`src/rtl/arc4_pkg.sv`:
```
// Shared ARC4 types: encryptor state encoding, the per-byte keystream
// working set, and common constants for the arc4 block family.
package arc4_pkg;

    localparam logic [7:0] LEN_ADDR = 8'd0;
    localparam int         BYTE_W   = 8;

    typedef enum logic [3:0] {
        IDLE,
        RD_LEN,
        WR_LEN,
        RD_SI,
        RD_SJ,
        WR_SI,
        WR_SJ,
        RD_PAD,
        WR_CT
    } enc_state_t;

    // Working registers for one PRGA step; prga can reuse the same layout.
    typedef struct packed {
        logic [BYTE_W-1:0] i;
        logic [BYTE_W-1:0] j;
        logic [BYTE_W-1:0] si;
        logic [BYTE_W-1:0] sj;
    } keystream_step_t;

endpackage

```
`src/rtl/arc4_encrypt.sv`:
```
// ARC4 encryptor: length-prefixed plaintext in pt_mem is XORed with the
// keystream drawn from an already KSA-initialised S, result goes to ct_mem.
module arc4_encrypt
    import arc4_pkg::*;
#(
    parameter int MSG_MAX = 255
) (
    input  logic       clk,
    input  logic       rst_n,
    input  logic       en,
    output logic       rdy,
    output logic [7:0] s_addr,
    input  logic [7:0] s_rddata,
    output logic [7:0] s_wrdata,
    output logic       s_wren,
    output logic [7:0] pt_addr,
    input  logic [7:0] pt_rddata,
    output logic [7:0] ct_addr,
    output logic [7:0] ct_wrdata,
    output logic       ct_wren
);

    localparam logic [7:0] LEN_CAP = 8'(MSG_MAX);

    enc_state_t      state;
    keystream_step_t ks;
    logic [7:0]      k;
    logic [7:0]      len;
    logic [7:0]      s_addr_q;
    logic [7:0]      len_in;

    // A length byte above MSG_MAX is truncated; with the default cap this is a no-op.
    assign len_in = (pt_rddata > LEN_CAP) ? LEN_CAP : pt_rddata;

    // Paths that consume read data in the same cycle it arrives cannot be
    // registered without adding a cycle per access, so they are muxed here.
    always_comb begin
        s_addr    = s_addr_q;
        s_wrdata  = '0;
        ct_wrdata = '0;
        case (state)
            RD_SJ:   s_addr    = ks.j + s_rddata;
            WR_SI:   s_wrdata  = s_rddata;
            WR_SJ:   s_wrdata  = ks.si;
            WR_LEN:  ct_wrdata = len_in;
            WR_CT:   ct_wrdata = s_rddata ^ pt_rddata;
            default: ;
        endcase
    end

    always_ff @(posedge clk or negedge rst_n) begin
        if (!rst_n) begin
            state    <= IDLE;
            rdy      <= 1'b1;
            ks       <= '0;
            k        <= '0;
            len      <= '0;
            s_addr_q <= '0;
            s_wren   <= 1'b0;
            pt_addr  <= '0;
            ct_addr  <= '0;
            ct_wren  <= 1'b0;
        end else begin
            case (state)
                IDLE: begin
                    if (en) begin
                        state   <= RD_LEN;
                        rdy     <= 1'b0;
                        ks      <= '0;
                        pt_addr <= LEN_ADDR;
                    end
                end
                RD_LEN: begin
                    state   <= WR_LEN;
                    ct_addr <= LEN_ADDR;
                    ct_wren <= 1'b1;
                end
                WR_LEN: begin
                    ct_wren <= 1'b0;
                    len     <= len_in;
                    k       <= 8'd1;
                    ks.i    <= 8'd1;
                    if (len_in == 8'd0) begin
                        state <= IDLE;
                        rdy   <= 1'b1;
                    end else begin
                        state    <= RD_SI;
                        s_addr_q <= 8'd1;
                    end
                end
                RD_SI: begin
                    state <= RD_SJ;
                end
                RD_SJ: begin
                    ks.si    <= s_rddata;
                    ks.j     <= ks.j + s_rddata;
                    s_addr_q <= ks.i;
                    s_wren   <= 1'b1;
                    state    <= WR_SI;
                end
                WR_SI: begin
                    ks.sj    <= s_rddata;
                    s_addr_q <= ks.j;
                    s_wren   <= 1'b1;
                    state    <= WR_SJ;
                end
                WR_SJ: begin
                    s_addr_q <= ks.si + ks.sj;
                    s_wren   <= 1'b0;
                    pt_addr  <= k;
                    state    <= RD_PAD;
                end
                RD_PAD: begin
                    ct_addr <= k;
                    ct_wren <= 1'b1;
                    state   <= WR_CT;
                end
                WR_CT: begin
                    ct_wren <= 1'b0;
                    // Compare before increment so len=255 stops without a 256th byte.
                    if (k == len) begin
                        state <= IDLE;
                        rdy   <= 1'b1;
                    end else begin
                        k        <= k + 8'd1;
                        ks.i     <= ks.i + 8'd1;
                        s_addr_q <= ks.i + 8'd1;
                        state    <= RD_SI;
                    end
                end
                default: begin
                    state <= IDLE;
                    rdy   <= 1'b1;
                end
            endcase
        end
    end

endmodule

```
`config.mk`:
```
export PLATFORM = sky130hd
export DESIGN_NAME = arc4_encrypt
export DESIGN_NICKNAME = d
export VERILOG_FILES = /design/src/rtl/arc4_pkg.sv /design/src/rtl/arc4_encrypt.sv
export SDC_FILE = /design/constraint.sdc
export NUM_CORES = 1
export LEC_CHECK = 0
export ABC_AREA = 1
export ABC_CLOCK_PERIOD_IN_PS = 1750
export BUFFER_PORTS_ARGS = -buffer_cell sky130_fd_sc_hd__buf_2
export CAP_MARGIN = 20
export CORE_ASPECT_RATIO = 1.5
export CORE_UTILIZATION = 50
export CTS_CLUSTER_DIAMETER = 30
export DETAILED_ROUTE_END_ITERATION = 8
export GPL_TIMING_DRIVEN = 0
export HOLD_SLACK_MARGIN = 0.03
export PLACE_DENSITY = 0.8
export SLEW_MARGIN = 5
export SYNTH_ARGS = -nofsm -noshare
export SYNTH_HDL_FRONTEND = slang
export SYNTH_SLANG_ARGS = --single-unit
```
`constraint.sdc`:
```
create_clock -name clk -period 1.75 [get_ports clk]
set_input_delay 0.175 -clock clk [delete_from_list [all_inputs] [get_ports clk]]
set_output_delay 0.175 -clock clk [all_outputs]
set_load 0.05 [all_outputs]
```
# Word-level counts from Yosys, hierarchy flattened
# Index checks and enable logic that the tools add are counted.
# totals
reg_bits	79
input_bits	19
output_inout_bits	43
wordCells	82
# op_classes
n_addsub	4
magnitude_cmp	1
eq_ne	14
muxes	26
bitwise_logic	2
n_reduce_logical	22
# op_table
op	n
one-hot mux 8 bit (2 select lines)	6
2-to-1 mux 8 bit	6
one-hot mux 8 bit (5 select lines)	1
one-hot mux 4 bit (9 select lines)	1
2-to-1 mux 32 bit	1
one-hot mux 16 bit (2 select lines)	1
one-hot mux 8 bit (3 select lines)	1
adder 8 x 1 -> 8 bit (second input constant)	2
adder 8 bit	2
equality test 4 x 3 -> 1 bit (second input constant)	4
nonzero test 2 bit	7
!= test 2 bit (second input constant)	5
equality test 4 x 2 -> 1 bit (second input constant)	2
equality test 8 bit	1
> comparator 8 bit (second input constant)	1
logical NOT 8 bit	1
AND reduction 2 bit	4
bitwise XOR 8 bit	1
AND reduction 3 bit	2
OR reduction 2 bit	3
OR reduction 6 bit	1
nonzero test 5 bit	1
equality test 4 x 1 -> 1 bit (second input constant)	1
equality test 4 bit (second input constant)	1
other kinds (9)	13

# Longest topological paths before layout
# depth
word_depth	5
depth_mapped	11
depth_no_buf	11

# Least setup slack after synthesis
# No wires, ideal clock.
# synth_timing
path_kind	reg2out
startpoint	reg ks[16] (netlist bit)
endpoint	out s_addr[1]
arrival_time_ps	2171
required_time_ps	1575
path_slack_ps	-596
path_stages_with_launch	5
path_buffers	0
cell_sequence	dfrtp_1 ha_1 fa_1 inv_1 o21ai_0
# synth_via
elab_chain_cells	2
# synth_rtl
element	line	source
from (decl)	arc4_encrypt.sv:26	keystream_step_t ks;
adder 8 bit	arc4_encrypt.sv:42	RD_SJ: s_addr = ks.j + s_rddata;
2-to-1 mux 8 bit	arc4_encrypt.sv:41	case (state)
to (decl)	arc4_encrypt.sv:12	output logic [7:0] s_addr,
# No other way between the ends.

# Worst setup path in the final report
# layout_timing
startpoint	reg ks[16] (netlist bit)
endpoint	out s_addr[4]
# The elaborated chain is that of the path after synthesis.

==> results.txt <==
Initial antenna violation count -> 0
Adder-cell area share of the yosys netlist -> 5.07%
Failing checks -> setup timing
Critical Path RT -> 1570 ps
Share of layout cells above drive strength 1 -> 35.5%
CP Max Fanout -> 2
Setup CP Type -> flop to primary output
Simple-gate share of the synthesized area -> 27.3%
Comb pwr share -> 37.6%
Hold Path Origin -> pt_rddata[3]
R2R Path End -> s_addr_q[0]
Pleak -> 3.42 nW
Port buffer count -> 61
Slew headroom -> 75.9%
Synth unique cells -> 36
Final hold slack -> 121 ps
Post-route DRC violation count -> 0
Post-Syn Nets -> 659
Hold/Removal Path Class -> input port to flop
Via/cell ratio -> 6.07
Die W -> 81.5 um
Fmax -> 0.430 GHz
Final WS setup -> -574 ps
Worst-Margin Slew -> 362 ps
Final instance area -> 6940 um^2
Via count -> 5282
Cell area after synthesis -> 4740 um^2
Sink Count -> 79
Sequential share of power -> 31.5%
CTS clk-pin slew, worst paths -> 60 ps
Die Area -> 9880 um^2
Sw Pwr -> 2.41 mW
Sequential Area -> 1980 um^2
Filler cells -> 541
Worst-Skew Late Latency -> 340 ps
Type of destination of the critical path -> primary output
CTS root buf -> clkbuf_16
Post-route clock period utilization -> 133%
H-tree depth -> 3
Max stage delay on crit path -> 420 ps
Max clock buf depth -> 2
Final hold violation count -> 0
Status -> complete, but fails checks
Final Skew -> 7.78 ps
Syn. warnings -> 0
Cell repeated most along the worst path -> nand2_2
Ant diodes -> 0
Critical path startpoint -> ks[16]
Final Net Count -> 791
Tmin final -> 2320 ps
Placement Cell Area -> 5250 um^2
RSZ-0062 raised after global routing -> true
Num CTS Buffers -> 9
DR WL/cell -> 20.0 um
Ports -> 62
Area Overhead vs Synth -> 46.5%
TritonRoute pass-1 iters -> 5
CTS tree -> built
Fin util -> 75.5%
Synth Area in XOR/XNOR -> 3.70%
CP max-delay cell -> dfrtp_1
ANT nets after route -> 0
Register area share after synthesis -> 41.7%
# rows -> 43
Critical R2R Launch -> state[3]
Mux cell area share after synthesis -> 0%
First-pass GRT wire length -> 22800 um
Crit path DAT -> 2150 ps
Starting DRC count in detailed routing -> 511
Grt total ovfl -> 0
DP Worst Slack -> -331 ps
Final Wtd Congestion -> 0.962
Mean Syn Cell Area -> 7.62 um^2
Reg-to-reg setup timing slack -> -50 ps
Vias in the first global route -> 4782
Endpoints failing setup -> 34
Post-Syn Instances -> 622
Hold Crit Depth -> 3
Largest net degree at the start of global routing -> 68
Max-cap violations -> 0
Largest family of logic cells by synthesized area -> simple AND/OR/NAND/NOR gates
Hold EP -> len[3]
Gr usage total -> 31.2%
Slew Viols, Final -> 0
Final wirelength -> 17400 um
Worst setup SP type -> flop
Seq cells post-synth -> 79
Sw frac -> 36.9%
Compound-Gate Fraction of Synth Area -> 12.5%
Power density over the cells -> 942 nW/um^2
HPWL after DPL -> 9680 um
Multi-input logic area -> 2870 um^2
Die Span Y -> 121 um
R2R cell count -> 10
Pint -> 4.13 mW
Clock power share -> 30.9%
Worst vdd rail ir drop -> 0.00140 V
Core Area -> 9200 um^2
Initial Utilization -> 51.5%
CP Cell Sequence -> ha_4 -> fa_2 -> nand2_2 -> a21oi_2 -> nor2_1 -> xor2_1 -> nand2_2 -> nand2_4 -> buf_8
-- Yosys cell counts --
library cell,count,area (um^2)
o22ai_1,19,119
buf_2,7,35.0
nand3_4,1,17.5
buf_1,2,7.51
nor2_2,4,25.0
nand2_2,6,37.5
o211ai_1,1,7.51
o21ai_0,55,275
o21ai_2,4,35.0
nor3_1,4,20.0
o21ai_1,14,70.1
o21bai_1,1,7.51
a21boi_0,1,7.51
clkbuf_1,1,3.75
nand3_1,58,290
dfstp_2,1,26.3
nand3b_1,2,15.0
ha_1,16,200
nor2_1,35,131
buf_4,4,30.0
fa_1,2,40.0
a21oi_1,11,55.1
nor2_4,5,56.3
nand2_4,1,11.3
o2111ai_1,1,8.76
buf_6,5,56.3
xnor2_1,14,123
nand4_1,6,37.5
nand2_1,166,623
nand3_2,2,20.0
nor3b_1,1,7.51
xor2_1,6,52.6
a21o_1,1,7.51
inv_1,76,285
inv_2,11,41.3
dfrtp_1,78,1950
-- cells by family after synthesis --
| kind of cell | after synthesis |
|---|---|
| buffers and inverters | 106 |
| AND/OR/NAND/NOR | 291 |
| AO/OA/AOI/OAI | 108 |
| XOR/XNOR | 20 |
| adder cells (fa/ha/maj) | 18 |
| flip-flops | 79 |
-- per-layer routing --
metal | GRT usage, % | wire (um) | vias to the layer above
li1 | - | - | 2283
met1 | 35.0 | 6080 | 2507
met2 | 52.2 | 8680 | 376
met3 | 5.26 | 1360 | 116
met4 | 21.7 | 1310 | 0
met5 | 0 | 0 | -
-- power groups by stage --
stage	Combinational [mW]	Clock, mW	Sequential, mW
floorplan	1.38	0	2.04
global placement	1.76	0	2.06
detailed placement	1.81	0	2.07
CTS	2.24	2.02	2.05
global route	2.62	2.11	2.07
finish	2.46	2.02	2.06
-- registers in the layout (all words and copies together), names as in the netlist --
name / count
s_wren: 1
s_addr_q: 8
pt_addr: 8
rdy: 1
k: 8
ks: 32
state: 4
ct_wren: 1
len: 8
ct_addr: 8
-- final cells by class --
cell class	count	share of cell area, %
inverters	87	5.10
repair buffers	127	16.1
multi-input cells	437	41.3
clock buffers	11	3.50
well taps	112	2.02
flip-flops and latches	79	28.5
clock inverters	4	1.01
plain buffers	13	2.45
-- through the flow --
step | power (mW) | std cells | TNS (ps)
2_1_floorplan | 3.43 | 622 | -3610
3_3_place_gp | 3.82 | 795 | -7720
3_5_place_dp | 3.88 | 796 | -3770
4_1_cts | 6.31 | 842 | -4320
5_1_grt | 6.79 | 870 | -9120
6_report | 6.54 | 870 | -6110
-- worst max-delay path: cells and delay by family (launching register included) --
family | cells | cell delay [ps]
and+or+nand+nor | 4 | 420
DFF | 1 | 420
xor gates and xnor gates | 1 | 240
adders and majority gates | 2 | 540
AOI/OAI and AO/OA | 1 | 50
buffers and inverters | 1 | 140
-- placed cells by master, fill, tap and decap left out, drive strengths merged, types with 2 or more instances in the layout --
master / count
a21oi: 11
buf: 138
bufinv: 2
clkbuf: 12
clkinv: 2
dfrtp: 78
fa: 2
ha: 16
inv: 87
nand2: 173
nand3: 61
nand3b: 2
nand4: 6
nor2: 44
nor3: 4
o21ai: 73
o22ai: 19
xnor2: 14
xor2: 6
-- worst max-delay path by stage --
stage / depth (start not counted) / to / slack, ps
after floorplan: 7 / s_wrdata[0] / -300
after global placement: 9 / s_addr[4] / -280
after detailed placement: 9 / s_addr[4] / -330
after CTS: 9 / s_addr[4] / -550
after global routing: 10 / s_addr[6] / -650
final: 9 / s_addr[4] / -570
-- repair_timing --
action                                 4_1_cts  5_1_grt
pin swaps                                   18       30
hold buffers                                 1        0
setup buffers                               30       30
gates cloned                                 2        2
endpoints found under the hold margin       79        0
resized for setup                          143       97
setup endpoints to repair                   28       65
Power figures use the tool's default switching activity.
